File: src/rtl/screen_transform_stream.sv
// Streams N-axis binary16 positions to clamped integer pixel coordinates.
// Stages: fp16 multiply, fp16 add, truncate/clamp, output FIFO (accept-to-FIFO latency 4).

module screen_transform_stream #(
    parameter int unsigned DIMS       = 2,
    parameter int unsigned TAG_W      = 12,
    parameter int unsigned COORD_W    = 16,
    parameter int unsigned FIFO_DEPTH = 8,
    parameter logic [DIMS*16-1:0] RESET_SCALE  = {16'h4D00, 16'h49A0},  // x 20.0, y 11.25
    parameter logic [DIMS*16-1:0] RESET_OFFSET = {16'h5900, 16'h55A0},  // x 160.0, y 90.0
    parameter logic [DIMS-1:0]    RESET_FLIP   = 2'b01,
    parameter logic [DIMS*COORD_W-1:0] SCREEN_MAX = {16'd319, 16'd179}
) (
    input  logic                    clk_in,
    input  logic                    rst_n,
    input  logic [DIMS*16-1:0]      pos_in,
    input  logic [TAG_W-1:0]        tag_in,
    input  logic                    in_valid,
    output logic                    in_ready,
    input  logic [DIMS*16-1:0]      cfg_scale,
    input  logic [DIMS*16-1:0]      cfg_offset,
    input  logic [DIMS-1:0]         cfg_flip,
    input  logic                    cfg_valid,
    output logic                    cfg_ready,
    output logic [DIMS*COORD_W-1:0] coord_out,
    output logic [TAG_W-1:0]        tag_out,
    output logic [DIMS-1:0]         oob_out,
    output logic                    out_valid,
    input  logic                    out_ready
);

    localparam int unsigned PW = $clog2(FIFO_DEPTH);
    localparam int unsigned EW = DIMS*COORD_W + TAG_W + DIMS;
    localparam logic [PW+1:0] DEPTH_C = (PW+2)'(FIFO_DEPTH);

    // Magnitude as fixed point with LSB weight 2^-24 (exact for all finite fp16).
    function automatic logic [39:0] to_fix(input logic [15:0] h);
        if (h[14:10] == 5'd0) return {30'b0, h[9:0]};
        return {29'b0, 1'b1, h[9:0]} << (h[14:10] - 5'd1);
    endfunction

    // Round-to-nearest-even multiply; subnormal inputs and underflowing results flush to zero.
    function automatic logic [15:0] fp16_mul(input logic [15:0] a, input logic [15:0] b);
        logic a_nan, b_nan, a_inf, b_inf, a_zero, b_zero, s, g, st;
        logic [21:0] prod;
        logic [9:0]  man;
        logic [14:0] enc;
        int e;
        s      = a[15] ^ b[15];
        a_nan  = (a[14:10] == 5'h1F) && (a[9:0] != 10'd0);
        b_nan  = (b[14:10] == 5'h1F) && (b[9:0] != 10'd0);
        a_inf  = (a[14:10] == 5'h1F) && (a[9:0] == 10'd0);
        b_inf  = (b[14:10] == 5'h1F) && (b[9:0] == 10'd0);
        a_zero = (a[14:10] == 5'd0);
        b_zero = (b[14:10] == 5'd0);
        if (a_nan || b_nan || (a_inf && b_zero) || (b_inf && a_zero)) return 16'h7E00;
        if (a_inf || b_inf) return {s, 15'h7C00};
        if (a_zero || b_zero) return {s, 15'h0000};
        prod = {11'b0, 1'b1, a[9:0]} * {11'b0, 1'b1, b[9:0]};
        e    = int'(a[14:10]) + int'(b[14:10]) - 15;
        if (prod[21]) begin
            man = prod[20:11];
            g   = prod[10];
            st  = |prod[9:0];
            e   = e + 1;
        end else begin
            man = prod[19:10];
            g   = prod[9];
            st  = |prod[8:0];
        end
        if (e >= 31) return {s, 15'h7C00};
        if (e <= 0) return {s, 15'h0000};
        enc = {e[4:0], man} + 15'(g & (st | man[0]));
        return {s, enc};
    endfunction

    // Exact fixed-point sum, then a single round-to-nearest-even back to fp16.
    function automatic logic [15:0] fp16_add(input logic [15:0] a, input logic [15:0] b);
        logic a_nan, b_nan, a_inf, b_inf, s, g, st;
        logic signed [41:0] fa, fb, sum;
        logic [41:0] mag;
        logic [10:0] sig;
        int p, sh;
        a_nan = (a[14:10] == 5'h1F) && (a[9:0] != 10'd0);
        b_nan = (b[14:10] == 5'h1F) && (b[9:0] != 10'd0);
        a_inf = (a[14:10] == 5'h1F) && (a[9:0] == 10'd0);
        b_inf = (b[14:10] == 5'h1F) && (b[9:0] == 10'd0);
        if (a_nan || b_nan || (a_inf && b_inf && (a[15] != b[15]))) return 16'h7E00;
        if (a_inf) return a;
        if (b_inf) return b;
        fa  = $signed({2'b00, to_fix(a)});
        fb  = $signed({2'b00, to_fix(b)});
        if (a[15]) fa = -fa;
        if (b[15]) fb = -fb;
        sum = fa + fb;
        s   = sum[41];
        mag = s ? 42'(-sum) : 42'(sum);
        p   = 0;
        for (int i = 0; i < 42; i++) if (mag[i]) p = i;
        if (p <= 10) return {s, mag[14:0]};  // exact: subnormal or smallest binade
        sh  = p - 10;
        sig = 11'(mag >> sh);
        g   = |(mag & (42'd1 << (sh - 1)));
        st  = |(mag & ((42'd1 << (sh - 1)) - 42'd1));
        if (sh >= 30) return {s, 15'h7C00};
        return {s, 15'(sh << 10) + 15'(sig) + 15'(g & (st | sig[0]))};
    endfunction

    // Returns {oob, coord}: truncate toward zero, then clamp to [0, max_v].
    function automatic logic [COORD_W:0] clamp_axis(input logic [15:0] h,
                                                    input logic [COORD_W-1:0] max_v);
        logic [15:0] ip;
        if (h[14:10] == 5'h1F) begin
            if (h[9:0] != 10'd0 || h[15]) return {1'b1, {COORD_W{1'b0}}};
            return {1'b1, max_v};
        end
        ip = 16'(to_fix(h) >> 24);
        if (h[15] && ip != 16'd0) return {1'b1, {COORD_W{1'b0}}};
        if (32'(ip) > 32'(max_v)) return {1'b1, max_v};
        return {1'b0, COORD_W'(ip)};
    endfunction

    logic [DIMS*16-1:0]      scale_q, offset_q, prod_q, prod_d, sum_q, sum_d;
    logic [DIMS-1:0]         flip_q, oob_q, oob_d;
    logic [DIMS*COORD_W-1:0] coord_q, coord_d;
    logic [TAG_W-1:0]        tag1_q, tag2_q, tag3_q;
    logic                    v1_q, v2_q, v3_q, cfg_pending_q;
    logic [PW-1:0]           wptr_q, rptr_q;
    logic [PW:0]             cnt_q;
    logic [EW-1:0]           mem [FIFO_DEPTH];
    logic [1:0]              inflight;
    logic [PW+1:0]           credits;
    logic                    accept, pop, cfg_load;

    always_comb begin
        prod_d  = '0;
        sum_d   = '0;
        coord_d = '0;
        oob_d   = '0;
        for (int i = 0; i < DIMS; i++) begin
            prod_d[16*i +: 16] = fp16_mul(pos_in[16*i +: 16] ^ {flip_q[i], 15'b0},
                                          scale_q[16*i +: 16]);
            sum_d[16*i +: 16]  = fp16_add(prod_q[16*i +: 16], offset_q[16*i +: 16]);
            {oob_d[i], coord_d[COORD_W*i +: COORD_W]} =
                clamp_axis(sum_q[16*i +: 16], SCREEN_MAX[COORD_W*i +: COORD_W]);
        end
    end

    // Credits cover every beat in flight, so the FIFO can never overflow and nothing stalls.
    always_comb begin
        inflight  = {1'b0, v1_q} + {1'b0, v2_q} + {1'b0, v3_q};
        credits   = (PW+2)'(cnt_q) + (PW+2)'(inflight);
        in_ready  = (credits < DEPTH_C) && !cfg_pending_q && !cfg_valid;
        cfg_ready = (inflight == 2'd0);
        cfg_load  = cfg_valid && cfg_ready;
        accept    = in_valid && in_ready;
        out_valid = (cnt_q != '0);
        pop       = out_valid && out_ready;
        {coord_out, tag_out, oob_out} = out_valid ? mem[rptr_q] : '0;
    end

    always_ff @(posedge clk_in or negedge rst_n) begin
        if (!rst_n) begin
            scale_q       <= RESET_SCALE;
            offset_q      <= RESET_OFFSET;
            flip_q        <= RESET_FLIP;
            cfg_pending_q <= 1'b0;
            {v1_q, v2_q, v3_q}       <= '0;
            {tag1_q, tag2_q, tag3_q} <= '0;
            prod_q  <= '0;
            sum_q   <= '0;
            coord_q <= '0;
            oob_q   <= '0;
            wptr_q  <= '0;
            rptr_q  <= '0;
            cnt_q   <= '0;
        end else begin
            v1_q    <= accept;
            v2_q    <= v1_q;
            v3_q    <= v2_q;
            tag1_q  <= tag_in;
            tag2_q  <= tag1_q;
            tag3_q  <= tag2_q;
            prod_q  <= prod_d;
            sum_q   <= sum_d;
            coord_q <= coord_d;
            oob_q   <= oob_d;
            cfg_pending_q <= cfg_valid && !cfg_ready;
            if (cfg_load) begin
                scale_q  <= cfg_scale;
                offset_q <= cfg_offset;
                flip_q   <= cfg_flip;
            end
            if (v3_q) wptr_q <= wptr_q + PW'(1);
            if (pop) rptr_q <= rptr_q + PW'(1);
            cnt_q <= cnt_q + (PW+1)'(v3_q) - (PW+1)'(pop);
        end
    end

    always_ff @(posedge clk_in) begin
        if (v3_q) mem[wptr_q] <= {coord_q, tag3_q, oob_q};
    end

endmodule
File: config.mk
export PLATFORM = sky130hd
export DESIGN_NAME = screen_transform_stream
export DESIGN_NICKNAME = d
export VERILOG_FILES = /design/src/rtl/screen_transform_stream.sv
export SDC_FILE = /design/constraint.sdc
export NUM_CORES = 2
export LEC_CHECK = 0
export CORE_MARGIN = 3
export CORE_UTILIZATION = 39
export DETAILED_ROUTE_END_ITERATION = 6
export SYNTH_ARGS = -nofsm -noshare
export SYNTH_HDL_FRONTEND = slang
export SYNTH_SLANG_ARGS = --single-unit
File: constraint.sdc
create_clock -name clk_in -period 20.9 [get_ports clk_in]
set_clock_uncertainty 0.15 [all_clocks]
set_input_delay 4.18 -clock clk_in [delete_from_list [all_inputs] [get_ports clk_in]]
set_output_delay 4.18 -clock clk_in [all_outputs]
set_load 0.02 [all_outputs]
==> metrics <==
status completed; library cells used by synthesis 124; # IOs 164; WL final 211.1 mm; Req. time, crit path 21.36 ns; setup tns final 0 ns; antenna violations before repair 14; number of port buffers 163; Crit-path slowest cell dfrtp_1; end point of the worst hold path tag2_q[0]; Die Y 407.0 um; main combinational cell family by area after synthesis compound AO/OA/AOI/OAI gates; total gr overflow 0; CTS Root Cell clkbuf_16; H-tree depth 3; Slew Limit Fails 0; layout cell share with drive strength beyond 1 9.719%; Max Used Layer met5; # hold bufs at CTS 0; Worst Path Arrival 17.83 ns; Post-synth ARST share 36.77%; PostCTS Resize Cnt 0; die area 165600 sq um; Post-synth EDFFs 368; Worst-path clk slew 0.07 ns; Setup Fix Bufs, Post-CTS 0; vias in the first global route 54638; CTS tree built; drt via density 6.154; drt wl/cell 22.69 um; Seq/Total Area, Yosys 26.21%; Synth Area in Simple Gates 19.29%; Fmax achieved 57.57 MHz; metal3 WL 15.20 mm; Critical R2R Capture sum_q[12]; via count 57242; Die Width 407.0 um; minimum clock period 17.37 ns; Clock Latency Late Sink 0.68 ns; Synth Area in Adders 10.86%; Total Routing Usage GR 24.96%; worst hold stages 0; DRT Pass-1 Iters 6; Rows 146; crit path max fanout 45; routed wl met2 93.15 mm; syn avg cell area 8.794 sq um; Hold Vio Cnt, Final 0; XOR/XNOR share of the synthesized area 6.565%; kind of critical path flop to flop; worst r2r src prod_q[10]; DRC 0; Yosys reg bits 582; Sink Count 582; Final period util 83.11%; Hold Startpoint tag1_q[0]; Mapped Cells 7130; WL met1 94.79 mm; CTS Buf Count 67; Final ANT Viol Nets 0; Initial DRC Count 6206; first-pass GRT wire length 328.3 mm; worst min path class flop to flop; cells on worst reg2reg path 57; # nets final 7654; Max stage delay on crit path 1.04 ns; mux contribution to synthesized area 11.91%; crit end category flop; complex-gate fraction of the synthesized area 20.54%; Synth area leader edfxtp_1; post-DP HPWL 159.0 mm; Final setup viols 0; Area growth, synth to finish 9.772%; Slew @ Worst Pin 1.265 ns; Core ar. 159100 sq um; netlist area before placement 62700 sq um; CP Launch Type flop; synth warn 0; Slew headroom 14.92%; Reg2Reg Setup Slack 3.53 ns; synth top area cells edfxtp_1 18%, dfrtp_1 7.7%, ha_1 5.5%; Initial Util 39.41%; RSZ-0062 raised after global routing no; top-area cell type share of the netlist area 17.62%; largest net degree at the start of global routing 94; max cap viols 0; GP Congestion 0.9828; Main synth FF type edfxtp_1; Longest Clk Path Bufs 3
[cell usage in the layout (no fill, tap or decap), types with 177 or more instances in the layout]
master,n
o21ai_0,434
dfrtp_1,191
a21oi_1,344
and2_1,187
nor3_1,177
inv_1,312
edfxtp_1,368
nand3_1,206
ha_1,277
nand2_1,672
xnor2_1,295
mux2i_1,270
nor2_1,621
[kinds of logic (layout without fill, tap and decap cells)]
kind of cell             Yosys count  after routing
adder cells (fa/ha/maj)          445            445
multiplexers                     552            552
XOR/XNOR                         461            461
AO/OA/AOI/OAI                   1888           1888
flip-flops                       582            582
buffers and inverters            730            737
other                              1             19
AND/OR/NAND/NOR                 2471           2471
[stage by stage]
step / worst slack [ns] / std cells / utilization (%) / instance area (sq um) / hold WS [ns]
final: 3.530 / 9301 / 43.26 / 68830 / 0.1788
after global routing: 2.059 / 9299 / 43.25 / 68820 / 0.1889
after CTS: 3.764 / 9297 / 43.25 / 68820 / 0.1794
after global placement: 4.088 / 9173 / 41.83 / 66560 / 0.1839
after detailed placement: 3.813 / 9173 / 41.83 / 66560 / 0.1847
after floorplan: 6.176 / 7144 / - / 62750 / 0.1812
[worst max-delay path by stage]
stage,startpoint,endpoint,slack (ns),cells past startpoint
detailed placement,prod_q[10],sum_q[12],3.81,57
global placement,prod_q[10],sum_q[12],4.09,57
global route,prod_q[10],sum_q[12],2.06,57
floorplan,offset_q[10],sum_q[14],6.18,64
finish,prod_q[10],sum_q[12],3.53,57
CTS,prod_q[10],sum_q[12],3.76,57
[layer usage]
layer / vias up / track usage, %
met5: - / 0
met4: 4 / 8.707
met3: 405 / 3.421
met2: 2376 / 38.84
met1: 27953 / 35.46
li1: 26504 / -
[cell type report]
type | count | area, sq um
Clock inverter | 36 | 462.9
Fill cell | 15635 | 90280
Multi-Input combinational cell | 5832 | 43620
Timing Repair Buffer | 291 | 2597
Sequential cell | 582 | 16440
Tap cell | 2146 | 2685
Antenna cell | 4 | 10.01
Inverter | 322 | 1214
Clock buffer | 88 | 1795
[sequential cells by signal, indices dropped and copies added (netlist names), 32 cells and up]
| name | flops |
|---|---|
| sum_q | 32 |
| scale_q | 32 |
| offset_q | 32 |
| mem | 368 |
| prod_q | 32 |
| coord_q | 32 |
[synth_stat cells (79+ instances only)]
cell      number
nor3_1       179
clkbuf_1     299
a21oi_1      344
nand3_1      206
nor4_1        82
inv_1        312
a31oi_1       79
and2_1       188
nor2_1       627
nand2_1      672
mux2_2       140
fa_1         166
dfrtp_1      194
mux2i_1      270
xnor2_1      299
a21o_1        88
mux4_2       141
o21ai_0      434
ha_1         277
xor2_1       153
edfxtp_1     368
a211oi_1     101
[worst max-delay path: cells and delay by family (launching register included)]
family          cells  cell delay (ns)
fa+ha+maj           5             1.90
buf+inv             6             1.90
xor+xnor            5             2.00
compound gates     21             5.29
simple gates       20             4.90
flops               1             1.04
Power is not shown: default switching activity piles up to over one toggle a cycle in this logic, so the estimate is an artifact.
